**config.mk**
```make
export PLATFORM = sky130hd
export DESIGN_NAME = pc_gen_unit
export DESIGN_NICKNAME = d
export VERILOG_FILES = /design/src/rtl/pc_gen_pkg.sv /design/src/rtl/btb_dm.sv /design/src/rtl/pc_gen_unit.sv
export SDC_FILE = /design/constraint.sdc
export NUM_CORES = 1
export LEC_CHECK = 0
export CAP_MARGIN = 40
export CORE_ASPECT_RATIO = 0.8
export CORE_MARGIN = 2
export CORE_UTILIZATION = 30
export CTS_BUF_LIST = sky130_fd_sc_hd__clkbuf_2 sky130_fd_sc_hd__clkbuf_4 sky130_fd_sc_hd__clkbuf_8
export DETAILED_ROUTE_END_ITERATION = 8
export PLACE_DENSITY_LB_ADDON = 0.15
export RECOVER_POWER = 100
export REMOVE_ABC_BUFFERS = 1
export SYNTH_ARGS = -nofsm -noshare
export SYNTH_HDL_FRONTEND = slang
export SYNTH_SLANG_ARGS = --single-unit
```
**constraint.sdc**
```tcl
create_clock -name clk -period 4.14 [get_ports clk]
set_clock_uncertainty 0.05 [all_clocks]
set_input_delay 1.035 -clock clk [delete_from_list [all_inputs] [get_ports clk]]
set_output_delay 1.035 -clock clk [all_outputs]
set_load 0.02 [all_outputs]
```
**src/rtl/pc_gen_pkg.sv**
```systemverilog
// Shared types for the fetch PC generator: npc source encoding, 2-bit counter
// states, and the BTB entry layout.
package pc_gen_pkg;

    typedef enum logic [2:0] {
        NPC_PLUS4    = 3'd0,
        NPC_PRED     = 3'd1,
        NPC_HOLD     = 3'd2,
        NPC_REDIRECT = 3'd3,
        NPC_MRET     = 3'd4,
        NPC_TRAP     = 3'd5
    } npc_src_e;

    localparam logic [1:0] STRONG_NT = 2'b00;
    localparam logic [1:0] WEAK_NT   = 2'b01;
    localparam logic [1:0] WEAK_T    = 2'b10;
    localparam logic [1:0] STRONG_T  = 2'b11;

    // Fields sized for a 32-bit core; the tag holds pc >> (index bits + 2).
    localparam int BTB_FIELD_W = 32;

    typedef struct packed {
        logic                   valid;
        logic [BTB_FIELD_W-1:0] tag;
        logic [BTB_FIELD_W-1:0] target;
        logic [1:0]             ctr;
    } btb_entry_t;

    function automatic logic [1:0] ctr_step(input logic [1:0] c, input logic taken);
        if (taken) return (c == STRONG_T)  ? STRONG_T  : c + 2'd1;
        else       return (c == STRONG_NT) ? STRONG_NT : c - 2'd1;
    endfunction

endpackage

```
**src/rtl/btb_dm.sv**
```systemverilog
// Direct-mapped branch target buffer with 2-bit saturating counters.
// Lookup is combinational; training from EX is written at the clock edge.
module btb_dm
    import pc_gen_pkg::*;
#(
    parameter int XLEN    = 32,
    parameter int ENTRIES = 8
) (
    input  logic            clk,
    input  logic            rstn,
    input  logic [XLEN-1:0] lk_pc_i,
    output logic            lk_taken_o,
    output logic [XLEN-1:0] lk_target_o,
    input  logic            up_en_i,
    input  logic [XLEN-1:0] up_pc_i,
    input  logic            up_taken_i,
    input  logic [XLEN-1:0] up_target_i
);
    localparam int IDX_W = $clog2(ENTRIES);

    btb_entry_t             entries_q [ENTRIES];
    btb_entry_t             lk_e;
    btb_entry_t             up_e;
    logic [IDX_W-1:0]       lk_idx;
    logic [IDX_W-1:0]       up_idx;
    logic [BTB_FIELD_W-1:0] lk_tag;
    logic [BTB_FIELD_W-1:0] up_tag;
    logic                   up_hit;

    assign lk_idx = lk_pc_i[IDX_W+1:2];
    assign up_idx = up_pc_i[IDX_W+1:2];
    assign lk_tag = BTB_FIELD_W'(lk_pc_i >> (IDX_W + 2));
    assign up_tag = BTB_FIELD_W'(up_pc_i >> (IDX_W + 2));

    assign lk_e        = entries_q[lk_idx];
    assign up_e        = entries_q[up_idx];
    assign up_hit      = up_e.valid && (up_e.tag == up_tag);
    assign lk_taken_o  = lk_e.valid && (lk_e.tag == lk_tag) && lk_e.ctr[1];
    assign lk_target_o = XLEN'(lk_e.target);

    always_ff @(posedge clk or negedge rstn) begin
        if (!rstn) begin
            for (int i = 0; i < ENTRIES; i++) begin
                entries_q[i] <= '{valid: 1'b0, tag: '0, target: '0, ctr: WEAK_NT};
            end
        end else if (up_en_i) begin
            if (up_hit) begin
                entries_q[up_idx].ctr <= ctr_step(up_e.ctr, up_taken_i);
                if (up_taken_i) entries_q[up_idx].target <= BTB_FIELD_W'(up_target_i);
            end else if (up_taken_i) begin
                // Not-taken misses never allocate, so cold branches cost no entry.
                entries_q[up_idx] <= '{valid: 1'b1, tag: up_tag,
                                       target: BTB_FIELD_W'(up_target_i), ctr: WEAK_T};
            end
        end
    end

endmodule

```
**src/rtl/pc_gen_unit.sv**
```systemverilog
// Registered fetch-PC generator with fixed-priority redirect arbitration.
// Define PC_GEN_BTB_EN to include the branch target buffer predictor.
module pc_gen_unit
    import pc_gen_pkg::*;
#(
    parameter int              XLEN        = 32,
    parameter logic [XLEN-1:0] RESET_PC    = 32'h0000_0000,
    parameter logic [XLEN-1:0] TRAP_VEC    = 32'h8000_0000,
    parameter int              BTB_ENTRIES = 8
) (
    input  logic            clk,
    input  logic            rstn,
    input  logic            PCWrite,
    input  logic            trap_req,
    input  logic            mret_req,
    input  logic [XLEN-1:0] sepc,
    input  logic            ex_redirect,
    input  logic [XLEN-1:0] ex_target,
    input  logic            ex_update,
    input  logic [XLEN-1:0] ex_pc,
    input  logic            ex_taken,
    input  logic [XLEN-1:0] ex_br_target,
    output logic [XLEN-1:0] pc,
    output logic [XLEN-1:0] npc,
    output logic            pred_taken,
    output logic [2:0]      npc_src
);
    logic [XLEN-1:0] pc_q;
    logic [XLEN-1:0] npc_d;
    npc_src_e        src_d;
    logic            pred_hit;
    logic [XLEN-1:0] pred_target;

    function automatic logic [XLEN-1:0] align(input logic [XLEN-1:0] a);
        return {a[XLEN-1:2], 2'b00};
    endfunction

`ifdef PC_GEN_BTB_EN
    btb_dm #(
        .XLEN    (XLEN),
        .ENTRIES (BTB_ENTRIES)
    ) u_btb (
        .clk         (clk),
        .rstn        (rstn),
        .lk_pc_i     (pc_q),
        .lk_taken_o  (pred_hit),
        .lk_target_o (pred_target),
        .up_en_i     (ex_update),
        .up_pc_i     (ex_pc),
        .up_taken_i  (ex_taken),
        .up_target_i (ex_br_target)
    );
`else
    logic unused_btb_inputs;
    assign unused_btb_inputs = ^{ex_update, ex_pc, ex_taken, ex_br_target};
    assign pred_hit    = 1'b0;
    assign pred_target = '0;
`endif

    // Flush sources sit above the stall so a redirect is never lost to PCWrite=0.
    always_comb begin
        npc_d = pc_q + XLEN'(4);
        src_d = NPC_PLUS4;
        if (trap_req) begin
            npc_d = align(TRAP_VEC);
            src_d = NPC_TRAP;
        end else if (mret_req) begin
            npc_d = align(sepc);
            src_d = NPC_MRET;
        end else if (ex_redirect) begin
            npc_d = align(ex_target);
            src_d = NPC_REDIRECT;
        end else if (!PCWrite) begin
            npc_d = pc_q;
            src_d = NPC_HOLD;
        end else if (pred_hit) begin
            npc_d = align(pred_target);
            src_d = NPC_PRED;
        end
    end

    always_ff @(posedge clk or negedge rstn) begin
        if (!rstn) pc_q <= RESET_PC;
        else       pc_q <= npc_d;
    end

    assign pc         = pc_q;
    assign npc        = npc_d;
    assign npc_src    = src_d;
    assign pred_taken = (src_d == NPC_PRED);

endmodule

```
==> summary.txt, run 1 <==
Outcome
  – Status: complete, but fails checks
  – Failing checks: capacitance limit, slew limit

Synthesis
  – Synth Area in Adders: 0.615%
  – Multiplexer area fraction after synthesis: 0.983%
  – Synth warn: 0
  – Post-synthesis cell count: 228
  – Area contributors post-synth: dfrtp_1 (39%), xnor2_1 (8.6%), a22oi_1 (6.3%), o22ai_1 (6.1%), nand2_1 (4.6%)
  – Most common cell in the netlist: dfrtp_1
  – Post-synth EDFFs: 0
  – Post-synthesis compound-gate area fraction: 19.5%
  – Post-synth ARST share: 100%
  – Synth Register Bits: 32
  – Synth Area in Simple Gates: 22.1%
  – Post-Synth XOR/XNOR Area: 12.0%
  – Top-area cell type share of the netlist area: 39.3%
  – Synth area leader: dfrtp_1
  – Post-synth cell types: 40
  – Largest family of logic cells by synthesized area: simple AND/OR/NAND/NOR gates
  – Synth cell count leaders: dfrtp_1 (32), nand2_1 (25), o22ai_1 (20), xnor2_1 (20), a22oi_1 (17)
  – Syn Area/Cell: 8.93 sq um
  – Mapped Area: 0.00204 sq mm
  – Register area share after synthesis: 39.3%
  – Main flop type after synthesis: dfrtp_1

Routing
  – Initial DRC count: 54
  – Antenna-violating nets left: 0
  – TritonRoute pass-1 iters: 4
  – Residual DRC: 0
  – Vias per inst: 5.11
  – Routed WL: 7640 um
  – Via Count: 2405
  – WL per Instance: 16.2 um

STA
  – Post-layout min period: 4.03 ns
  – Pins Over Slew Limit: 33
  – Period utilization: 97.3%
  – Final Hold Vio Count: 0
  – Setup-failing EPs final: 0
  – Hold_ws: 0.508 ns
  – Fin worst setup slack: 0.111 ns
  – Worst Tran Pin Value: 1.83 ns
  – RSZ-0062 raised after global routing: false
  – Max Freq: 248 MHz
  – Slew HR: -21.7%

Job
  – Max-cap check violation count: 1

Power
  – Power Dens Cells: 253 mW/mm^2
  – Sw Share: 31.5%
  – Net Sw Power: 291 uW
  – Clk network pwr share: 28.7%
  – Internal power: 632 uW
  – Seq pwr share: 38.7%
  – Logic pwr share: 32.6%
  – Peak VDD IR: 0.144 mV
  – Leakage: 1.53 nW

Clock tree
  – Worst-path clk slew: 0.07 ns
  – CTS root buffer: clkbuf_8
  – Worst-Skew Late Latency: 0.28 ns
  – Clock tree buffer depth: 2
  – Total CTS buffers: 5
  – CTS sink count: 32
  – CTS tree: done
  – Htree depth: 2

Min path
  – Hold Crit Class: flip-flop to flip-flop

Floorplanning
  – Ports: 204
  – Initial Util: 31.4%
  – Num rows: 26
  – Die area: 0.00747 sq mm
  – Die span in y: 77.7 um
  – Die X: 96.1 um
  – CORE AREA: 0.00647 sq mm

Critical path
  – Delay-heaviest family, CP: buffers and inverters
  – Worst path bufs/invs: 4
  – Cells along the critical path: clkdlybuf4s50_1 -> clkinv_1 -> buf_4 -> o211ai_1 -> a21oi_1 -> dlygate4sd3_1
  – Arr. time, crit path: 2.94 ns
  – Crit-path max cell delay: 0.66 ns
  – CP required: 3.05 ns
  – Worst Setup Path Type: input port to output port
  – Worst setup SP type: input port
  – CP max-delay cell: dlygate4sd3_1
  – Crit. End Element: output port
  – CP max FO: 6

Placed design
  – Post-DP HPWL: 5810 um
  – Setup WS pre-CTS: -0.738 ns
  – Number of port buffers: 132
  – RD Place Congestion: 0.759

GRT
  – GR Util All Layers: 20.8%
  – Initial antenna violation count: 0
  – First-pass GRT wire length: 12200 um
  – Largest net degree at the start of global routing: 33
  – Vias in the first global route: 2470
  – Grt total ovfl: 0

Final layout
  – Synth-to-Final Area Change: 79.0%
  – Final design utilization: 56.3%
  – Largest register FFs: 32
  – ANT cells: 0
  – Share of layout cells above drive strength 1: 13.2%
  – # nets final: 524
==> through the flow <==
stage | cells | power [mW] | cell area (sq um) | TNS, ns
4_1_cts | 471 | 0.951 | 3760 | 0
6_report | 471 | 0.922 | 3640 | 0
2_1_floorplan | 214 | 0.480 | 1970 | 0
3_5_place_dp | 462 | 0.689 | 3640 | -11.02
5_1_grt | 471 | 0.970 | 3640 | 0
3_3_place_gp | 462 | 0.686 | 3640 | -10.47
==> path summary, 6_finish.rpt <==
check                                      start          endpoint  slack (ns)  cells past startpoint
worst max-delay path                    mret_req            npc[2]        0.11                      6
worst min-delay path             pc[1]$_DFF_PN0_   pc[1]$_DFF_PN0_        0.51                      1
worst max register to register  pc[15]$_DFF_PN0_  pc[31]$_DFF_PN0_        1.79                      7
worst min register to register   pc[1]$_DFF_PN0_   pc[1]$_DFF_PN0_        0.51                      1
max in group asynchronous                   rstn  pc[24]$_DFF_PN0_        1.79                      1
min in group asynchronous                   rstn  pc[20]$_DFF_PN0_        1.18                      1
==> power by group through the flow <==
stage          Sequential, mW  Combinational [mW]  Clock (mW)
2_1_floorplan           0.386              0.0936           0
3_3_place_gp            0.362               0.324           0
3_5_place_dp            0.364               0.326           0
5_1_grt                 0.360               0.324       0.285
6_report                0.357               0.300       0.265
4_1_cts                 0.358               0.320       0.273
==> cells in the final DEF, fill, tap and decap left out, types with 8 or more instances in the layout <==
master / count
nor3_1: 13
nor2_1: 14
o21ai_0: 10
o22ai_1: 19
clkbuf_1: 12
inv_1: 9
nand2_1: 25
xor2_1: 8
a22oi_1: 17
buf_4: 29
clkdlybuf4s50_1: 68
xnor2_1: 20
dlygate4sd2_1: 15
dfrtp_1: 32
dlygate4sd3_1: 34
==> metal layers <==
layer | share of wire, % | vias up | track usage (%)
li1 | - | 1154 | -
met1 | 46 | 1156 | 28.2
met2 | 44 | 90 | 33.9
met3 | 8.9 | 5 | 5.63
met4 | 0.58 | 0 | 3.00
met5 | 0 | - | 0
==> what timing repair did <==
item / in CTS / in global routing
setup endpoints to repair: 26 / 19
pin swaps: 2 / 1
gates resized for setup: 59 / 16
gates cloned: 1 / 0
buffers inserted: 1 / 0
hold buffers: 0 / 0
==> cells by family (layout without fill, tap and decap cells) <==
| group | count (synthesis) | count (layout) |
|---|---|---|
| multiplexers | 2 | 2 |
| AND/OR/NAND/NOR | 80 | 81 |
| other | 1 | 1 |
| buffers and inverters | 24 | 182 |
| AO/OA/AOI/OAI | 60 | 60 |
| flip-flops | 32 | 32 |
| XOR/XNOR | 28 | 28 |
| adder cells (fa/ha/maj) | 1 | 1 |
==> layout make-up <==
class / count / area, sq um
Fill cell: 656 / 2830
Timing Repair Buffer: 165 / 1470
Clock buffer: 7 / 96.3
Sequential cell: 32 / 801
Inverter: 10 / 37.5
Tap cell: 84 / 105
Multi-Input combinational cell: 173 / 1130
Note: power is estimated with default switching activity, not from simulation.
==> inputs of run 2 (changes only) <==
Settings changed: CORE_MARGIN 2 to not set, CORE_UTILIZATION 30 to 33.
Clock period 4.14 ns to 4.9 ns, I/O delays scaled along.
==> summary.txt, run 2 (synthesis gave the netlist of run 1 again) <==
Routing
  – WL per Instance: 15.9 um (was 16.2 um)
  – Via Count: 2291 (was 2405)
  – Initial DRC count: 133 (was 54)
  – Routed WL: 7170 um (was 7640 um)
  – Residual DRC: 0 (unchanged)
  – Vias per inst: 5.07 (was 5.11)
  – Antenna-violating nets left: 0 (unchanged)
  – TritonRoute pass-1 iters: 4 (unchanged)

Critical path
  – Crit-path max cell delay: 0.68 ns (was 0.66 ns)
  – CP max FO: 6 (unchanged)
  – Crit. End Element: output port (unchanged)
  – Cells along the critical path: clkdlybuf4s50_1 -> clkinv_1 -> clkbuf_1 -> nor2_2 -> a22o_1 -> dlygate4sd3_1 (was clkdlybuf4s50_1 -> clkinv_1 -> buf_4 -> o211ai_1 -> a21oi_1 -> dlygate4sd3_1)
  – CP max-delay cell: dlygate4sd3_1 (unchanged)
  – Worst Setup Path Type: input port to output port (unchanged)
  – Worst path bufs/invs: 4 (unchanged)
  – CP required: 3.62 ns (was 3.05 ns)
  – Arr. time, crit path: 3.52 ns (was 2.94 ns)
  – Worst setup SP type: input port (unchanged)
  – Delay-heaviest family, CP: buffers and inverters (unchanged)

Placed design
  – Post-DP HPWL: 5530 um (was 5810 um)
  – Setup WS pre-CTS: -0.339 ns (was -0.738 ns)
  – Number of port buffers: 132 (unchanged)
  – Dpl cells: 444 (was 462)
  – RD Place Congestion: 0.852 (was 0.759)

Clock tree
  – Clock tree buffer depth: 2 (unchanged)
  – Worst-Skew Late Latency: 0.28 ns (about the same)
  – CTS sink count: 32 (unchanged)
  – CTS tree: done (unchanged)
  – Htree depth: 2 (unchanged)
  – Post-CTS Setup Bufs: 0 (was 1)
  – # hold bufs at CTS: 0 (unchanged)
  – Worst-path clk slew: 0.07 ns (about the same)
  – Total CTS buffers: 5 (unchanged)
  – CTS root buffer: clkbuf_8 (unchanged)

Final layout
  – # nets final: 507 (was 524)
  – Share of layout cells above drive strength 1: 7.82% (was 13.2%)
  – Fill count: 546 (was 656)
  – Final cell count without fillers: 452 (was 471)
  – Synth-to-Final Area Change: 74.4% (was 79.0%)
  – Largest register FFs: 32 (unchanged)
  – ANT cells: 0 (unchanged)
  – Most common cell after layout, fill and taps aside: clkdlybuf4s50_1 (unchanged)
  – Most frequent cells in the layout: clkdlybuf4s50_1 (66), dlygate4sd3_1 (45), dfrtp_1 (32) (was clkdlybuf4s50_1 (68), dlygate4sd3_1 (34), dfrtp_1 (32))

GRT
  – GR Util All Layers: 22.2% (was 20.8%)
  – First-pass GRT wire length: 11100 um (was 12200 um)
  – M1 GR Usage: 31.4% (was 28.2%)
  – Initial antenna violation count: 0 (unchanged)
  – Largest net degree at the start of global routing: 33 (unchanged)
  – GRT Max-Usage Layer: met2 (unchanged)
  – M2 GR Usage: 33.3% (was 33.9%)
  – Vias in the first global route: 2187 (was 2470)
  – Grt total ovfl: 0 (unchanged)
  – GR Util met3: 5.56% (was 5.63%)

STA
  – Period utilization: 97.8%
  – Setup-failing EPs final: 0 (unchanged)
  – Pins Over Slew Limit: 33 (unchanged)
  – Max Freq: 209 MHz
  – Worst Tran Pin Value: 1.89 ns (was 1.83 ns)
  – Fin worst setup slack: 0.109 ns (was 0.111 ns)
  – Hold_ws: 0.492 ns (was 0.508 ns)
  – Final Hold Vio Count: 0 (unchanged)
  – Post-layout min period: 4.79 ns
  – Slew HR: -26.2% (was -21.7%)
  – RSZ-0062 raised after global routing: false (unchanged)

Power
  – Leakage: 1.48 nW (was 1.53 nW)
  – Total power: 771 uW (was 922 uW)
  – Peak VDD IR: 0.107 mV (was 0.144 mV)
  – Power Dens Cells: 217 mW/mm^2 (was 253 mW/mm^2)

Job
  – Max-cap check violation count: 1 (unchanged)

Floorplanning
  – Ports: 204 (unchanged)
  – CORE AREA: 0.00594 sq mm (was 0.00647 sq mm)
  – Die X: 89.8 um (was 96.1 um)
  – Initial Util: 34.3% (was 31.4%)
  – Die span in y: 72.3 um (was 77.7 um)
  – Die area: 0.00649 sq mm (was 0.00747 sq mm)
  – Num rows: 25 (was 26)

Outcome
  – Failing checks: capacitance limit, slew limit (unchanged)
  – Status: complete, but fails checks (unchanged)

Min path
  – Hold Crit Class: flip-flop to flip-flop (unchanged)
run 2: per-stage QoR:
stage,setup TNS [ns],util [%],instance area (sq um)
floorplan,0,-,1970
global placement,-3.73,59.3,3520
detailed placement,-4.22,59.3,3520
CTS,0,60.7,3610
global route,0,59.7,3550
finish,0,59.7,3550
run 2: final timing paths:
check,from,end,slack [ns],cells after the start
worst max-delay path,mret_req,npc[7],0.11,6
max in group asynchronous,rstn,pc[3]$_DFF_PN0_,2.30,1
min in group asynchronous,rstn,pc[8]$_DFF_PN0_,1.40,1
worst max register to register,pc[2]$_DFF_PN0_,pc[22]$_DFF_PN0_,2.46,7
worst min-delay path,pc[0]$_DFF_PN0_,pc[0]$_DFF_PN0_,0.49,1
worst min register to register,pc[0]$_DFF_PN0_,pc[0]$_DFF_PN0_,0.49,1
run 2: layout make-up:
| type | instances | area (sq um) | area share, % |
|---|---|---|---|
| Tap cell | 81 | 101 | 2.86 |
| Inverter | 10 | 37.5 | 1.06 |
| Sequential cell | 32 | 801 | 22.6 |
| Timing Repair Buffer | 149 | 1390 | 39.3 |
| Multi-Input combinational cell | 172 | 1120 | 31.5 |
| Clock buffer | 8 | 97.6 | 2.75 |
run 2: metal layers:
metal | part of all wire, % | vias to the layer above
met5 | 0 | -
met4 | 1.3 | 0
met3 | 8.1 | 7
met2 | 42 | 105
met1 | 49 | 1060
li1 | - | 1119
run 2: repair_timing:
action                                  4_1_cts  5_1_grt
resized for setup                            25        7
pin swaps                                     0        1
endpoints found under the setup margin       19       18
run 2: power breakdown:
group	switching [mW]	internal, mW	leakage (nW)
registers	0.0221	0.281	0.418
clock network	0.100	0.126	0.0523
logic	0.120	0.122	1.01
